===== config.mk =====
export PLATFORM = sky130hd
export DESIGN_NAME = piso_serializer
export DESIGN_NICKNAME = d
export VERILOG_FILES = /design/src/rtl/piso_serializer.sv
export SDC_FILE = /design/constraint.sdc
export NUM_CORES = 1
export LEC_CHECK = 0
export BUFFER_PORTS_ARGS = -buffer_cell sky130_fd_sc_hd__clkbuf_2
export CORE_MARGIN = 5
export CORE_UTILIZATION = 60
export DETAILED_ROUTE_END_ITERATION = 10
export GPL_ROUTABILITY_DRIVEN = 0
export GPL_TIMING_DRIVEN = 0
export MAX_ROUTING_LAYER = met4
export PLACE_DENSITY = 0.95
export SLEW_MARGIN = 20
export SYNTH_ARGS = -nofsm -noshare
export SYNTH_HDL_FRONTEND = slang
export SYNTH_SLANG_ARGS = --single-unit

===== constraint.sdc =====
create_clock -name clk -period 5.5 [get_ports clk]
set_input_delay 0.275 -clock clk [delete_from_list [all_inputs] [get_ports clk]]
set_output_delay 0.275 -clock clk [all_outputs]
set_load 0.02 [all_outputs]

===== src/rtl/piso_serializer.sv =====
// Parallel-in/serial-out engine for MRAM read data: full or half-word fields,
// configurable bit order, one-deep holding register for gapless streaming.
//
// state | meaning
// IDLE  | shifter empty, waiting for a held word
// SHIFT | presenting bits of the current field on data_out
module piso_serializer #(
    parameter int BUS_WIDTH = 16,
    parameter bit MSB_FIRST = 1'b0,
    parameter int IDX_W     = $clog2(BUS_WIDTH)
) (
    input  logic                 clk,
    input  logic                 rst,
    input  logic                 en,
    input  logic                 load,
    output logic                 load_ready,
    input  logic [1:0]           word_sel,
    input  logic [BUS_WIDTH-1:0] data_in,
    output logic                 data_out,
    output logic                 bit_valid,
    output logic                 bit_last,
    output logic [IDX_W-1:0]     bit_idx,
    output logic                 busy,
    output logic                 sel_err
);

    localparam int HALF = BUS_WIDTH / 2;

    typedef enum logic {IDLE, SHIFT} state_t;

    state_t               state_q, state_d;
    logic [BUS_WIDTH-1:0] hold_data_q, hold_data_d;
    logic [1:0]           hold_sel_q, hold_sel_d;
    logic                 hold_full_q, hold_full_d;
    logic [BUS_WIDTH-1:0] shift_q, shift_d;
    logic [IDX_W-1:0]     len_q, len_d;
    logic                 data_out_q, data_out_d;
    logic                 bit_valid_q, bit_valid_d;
    logic                 bit_last_q, bit_last_d;
    logic [IDX_W-1:0]     bit_idx_q, bit_idx_d;
    logic                 sel_err_q, sel_err_d;

    // Held field normalised so its first-sent bit sits at position 0.
    logic [BUS_WIDTH-1:0] field;
    logic [IDX_W-1:0]     field_last;
    logic                 field_ok;
    logic [IDX_W-1:0]     idx_next;
    logic                 transfer;

    always_comb begin
        field      = '0;
        field_last = '0;
        field_ok   = 1'b1;
        case (hold_sel_q)
            2'b11: begin
                for (int i = 0; i < BUS_WIDTH; i++)
                    field[i] = MSB_FIRST ? hold_data_q[BUS_WIDTH-1-i] : hold_data_q[i];
                field_last = IDX_W'(BUS_WIDTH - 1);
            end
            2'b01: begin
                for (int i = 0; i < HALF; i++)
                    field[i] = MSB_FIRST ? hold_data_q[HALF-1-i] : hold_data_q[i];
                field_last = IDX_W'(HALF - 1);
            end
            2'b10: begin
                for (int i = 0; i < HALF; i++)
                    field[i] = MSB_FIRST ? hold_data_q[BUS_WIDTH-1-i] : hold_data_q[HALF+i];
                field_last = IDX_W'(HALF - 1);
            end
            default: field_ok = 1'b0;
        endcase
    end

    assign idx_next = bit_idx_q + IDX_W'(1);

    always_comb begin
        state_d     = state_q;
        hold_data_d = hold_data_q;
        hold_sel_d  = hold_sel_q;
        hold_full_d = hold_full_q;
        shift_d     = shift_q;
        len_d       = len_q;
        data_out_d  = data_out_q;
        bit_valid_d = bit_valid_q;
        bit_last_d  = bit_last_q;
        bit_idx_d   = bit_idx_q;
        sel_err_d   = 1'b0;
        transfer    = 1'b0;

        if (en) begin
            case (state_q)
                IDLE: begin
                    if (hold_full_q) transfer = 1'b1;
                end
                SHIFT: begin
                    if (bit_idx_q != len_q) begin
                        data_out_d = shift_q[0];
                        shift_d    = shift_q >> 1;
                        bit_idx_d  = idx_next;
                        bit_last_d = (idx_next == len_q);
                    end else if (hold_full_q) begin
                        transfer = 1'b1;
                    end else begin
                        data_out_d  = 1'b0;
                        bit_valid_d = 1'b0;
                        bit_last_d  = 1'b0;
                        bit_idx_d   = '0;
                        state_d     = IDLE;
                    end
                end
                default: state_d = IDLE;
            endcase

            if (transfer) begin
                hold_full_d = 1'b0;
                if (field_ok) begin
                    data_out_d  = field[0];
                    shift_d     = field >> 1;
                    len_d       = field_last;
                    bit_idx_d   = '0;
                    bit_valid_d = 1'b1;
                    bit_last_d  = (field_last == '0);
                    state_d     = SHIFT;
                end else begin
                    // Invalid select behaves like a zero-length word.
                    sel_err_d   = 1'b1;
                    data_out_d  = 1'b0;
                    bit_valid_d = 1'b0;
                    bit_last_d  = 1'b0;
                    bit_idx_d   = '0;
                    state_d     = IDLE;
                end
            end

            if (load && load_ready) begin
                hold_data_d = data_in;
                hold_sel_d  = word_sel;
                hold_full_d = 1'b1;
            end
        end
    end

    always_ff @(posedge clk) begin
        if (rst) begin
            state_q     <= IDLE;
            hold_data_q <= '0;
            hold_sel_q  <= '0;
            hold_full_q <= 1'b0;
            shift_q     <= '0;
            len_q       <= '0;
            data_out_q  <= 1'b0;
            bit_valid_q <= 1'b0;
            bit_last_q  <= 1'b0;
            bit_idx_q   <= '0;
            sel_err_q   <= 1'b0;
        end else begin
            state_q     <= state_d;
            hold_data_q <= hold_data_d;
            hold_sel_q  <= hold_sel_d;
            hold_full_q <= hold_full_d;
            shift_q     <= shift_d;
            len_q       <= len_d;
            data_out_q  <= data_out_d;
            bit_valid_q <= bit_valid_d;
            bit_last_q  <= bit_last_d;
            bit_idx_q   <= bit_idx_d;
            sel_err_q   <= sel_err_d;
        end
    end

    assign load_ready = !hold_full_q && en;
    assign busy       = (state_q == SHIFT) || hold_full_q;
    assign data_out   = data_out_q;
    assign bit_valid  = bit_valid_q;
    assign bit_last   = bit_last_q;
    assign bit_idx    = bit_idx_q;
    assign sel_err    = sel_err_q;

endmodule


==> impl_metrics.yaml <==
sta:
  final_count_of_hold_timing_violations: 0
  rsz0062_at_grt: "false"
  min_period_ps: 2150
  min_period_over_period: 0.390
  postLayoutSetupSlackWorst_ps: 3350
  report.final.setup_viol: 0
  maxSlewHeadroom: 0.537
  setup_tns_ps: 0
  final-max-slew-violation-count: 0
  max_freq_ghz: 0.466
  tightest_slew_ps: 692
  skew_ps: 19.7
  hold-worst-slack_ps: 109
logic_synthesis:
  synthesis.instances: 239
  synth_seq_area_share: 0.439
  dominantRegCellSynth: "sky130_fd_sc_hd__dfxtp_1"
  async_reset_ff_frac: 0
  synth_area_per_cell_sq_um: 8.78
  syn-num-nets: 262
  synth_enable_flop_cells: 0
  ys_types: 47
  yosysWarningCount: 0
  synth_cell_area_sq_um: 2100
  synth-seq-cells: 46
routing:
  drtAntennaViolNets: 0
  num_vias: 1995
  dr.pass1.iters: 4
  vias_per_cell: 6.16
  route.final.wire_length_microns: 5040
  wl_per_cell_microns: 15.6
  drc: 0
  drtIter0Drc: 227
critical_path:
  reg2reg_setup_slack_ps: 3350
  worst_setup_path_endpoint: "shift_q[14]"
  r2r_path_end: "shift_q[14]"
  regToRegStartpoint: "bit_idx[0]"
  timing.critical_path.arrival_ps: 2400
  r2r.worst_path.cells: 4
  timing.critical_path.from: "bit_idx[0]"
  type_of_element_launching_the_critical_path: "register"
  endpoint_kind: "register"
  timing.critical_path.fanout_max: 10
  path_class: "reg -> reg"
  crit_required_ps: 5760
cells_and_area:
  syn2layout_area_growth_pct: 13.8
  final_cell_mix: "46 x sky130_fd_sc_hd__dfxtp_1, 44 x sky130_fd_sc_hd__nand2_1, 31 x sky130_fd_sc_hd__clkbuf_2, 23 x sky130_fd_sc_hd__a21oi_1"
  fin_cells: 324
  final_area_sq_um: 2390
  drive_above_1_share: 0.187
  antenna_cells_inserted: 0
  final_core_util: 0.710
  final_nets: 300
  fillCellCount: 301
  layout_commonest_cell: "sky130_fd_sc_hd__dfxtp_1"
placement:
  placed_cells_incl_taps: 316
  postPlaceCellArea_sq_um: 2310
  place.detailed.hpwl_microns: 3690
  placement.setup.worst_slack_ps: 3420
  io_buffers: 31
power:
  vdd_drop_max_v: 0.000252
  combinational_group_share_of_total_power: 0.090
  power_switching_uw: 148
  power-per-cell-area_nw_per_um2: 253
  totalPowerFinal_uw: 605
  seq_power_share: 0.577
  power.switching_fraction: 0.245
  cellInternalPower_uw: 457
  power.share.clock: 0.333
  p_leak_nw: 0.910
worst_hold_path:
  hold_class: "in -> reg"
cts:
  cts-buffers-inserted: 5
  cts_resized: 0
  clock_sink_count: 46
  tritoncts_clock_tree: "yes"
  clock_tree.htree_level_count: 2
  hold_buffers: 0
  path_clk_slew_ps: 140
  post_cts.repair.setup_buffers: 0
  clock_insertion_delay_worst_skew_ps: 370
  cts-root-buf: "sky130_fd_sc_hd__clkbuf_4"
  clk_path_buf_depth: 2
global_route:
  wire_length_of_the_first_global_routing_pass_microns: 8580
  grt_use_total: 0.224
  antenna_violations_before_repair: 0
  vias_in_the_first_global_route: 1878
  grt_max_degree: 15
  gr-total-overflow: 0
floorplanning:
  placeableCoreArea_sq_um: 3360
  die_width_microns: 69.1
  area_enclosed_by_the_die_boundary_sq_um: 4780
  std_cell_rows: 21
  start_util: 0.624
  die_height_microns: 69.1
  num_io_pins: 32
job:
  max-cap-violations: 0
run_status:
  status: "finished clean"
worst min path at each step:
stage,end,cells after the start,start
after detailed placement,bit_last,2,bit_last
after global routing,hold_data_q[6],3,data_in[6]
after floorplan,hold_data_q[0],2,data_in[0]
after CTS,hold_sel_q[1],3,word_sel[1]
after global placement,bit_last,2,bit_last
final,hold_sel_q[1],3,word_sel[1]
cell type report:
class / count / area (sq um) / area share
Timing Repair Buffer: 31 / 155 / 0.0650
Buffer: 16 / 68.8 / 0.0288
Tap cell: 46 / 57.6 / 0.0241
Multi-Input combinational cell: 171 / 1090 / 0.455
Sequential cell: 46 / 921 / 0.386
Clock buffer: 5 / 37.5 / 0.0157
Inverter: 6 / 22.5 / 0.00943
Clock inverter: 3 / 40.0 / 0.0168
worst max-delay path: stages, from the launching register on:
cell and delay, ps:
sky130_fd_sc_hd__dfxtp_1 420, sky130_fd_sc_hd__or4_4 590, sky130_fd_sc_hd__a21oi_2 360, sky130_fd_sc_hd__nor2_1 270, sky130_fd_sc_hd__a221o_1 400
layer usage:
metal / global-route usage / routed length, microns / up-vias / part of all wire
met3: 0.0625 / 387 / 7 / 0.077
li1: - / - / 967 / -
met5: - / 0 / - / 0
met4: 0.0868 / 67 / 0 / 0.013
met1: 0.281 / 2180 / 944 / 0.43
met2: 0.340 / 2410 / 77 / 0.48
registers in the layout (all words and copies together), names as in the netlist:
register     count
data_out         1
sel_err          1
bit_valid        1
hold_data_q     16
shift_q         16
state_q          1
hold_sel_q       2
bit_last         1
bit_idx          4
len_q            2
hold_full_q      1
kinds of logic after synthesis:
logic type / share of synthesized area
flops: 0.439
mux: 0.00537
xor+xnor: 0.0209
simple gates: 0.185
compound gates: 0.301
buf+inv: 0.0435
fa+ha+maj: 0.00596
synth_stat cells, drive strengths merged (5+ instances only):
library cell | number | area [sq um]
dfxtp | 46 | 921
nand2 | 44 | 165
a21oi | 24 | 124
a221o | 13 | 130
clkbuf | 13 | 48.8
nor2 | 9 | 33.8
a211oi | 8 | 70.1
inv | 6 | 22.5
a22oi | 5 | 37.5
nand3 | 5 | 25.0
nor3b | 5 | 37.5
power groups by stage:
| stage | Combinational [mW] | Sequential [mW] | Clock (mW) |
|---|---|---|---|
| floorplan | 0.0341 | 0.355 | 0 |
| global placement | 0.0513 | 0.356 | 0 |
| detailed placement | 0.0532 | 0.357 | 0 |
| CTS | 0.0534 | 0.349 | 0.206 |
| global route | 0.0600 | 0.350 | 0.219 |
| finish | 0.0542 | 0.349 | 0.202 |
Note: power is estimated with default switching activity, not from simulation.
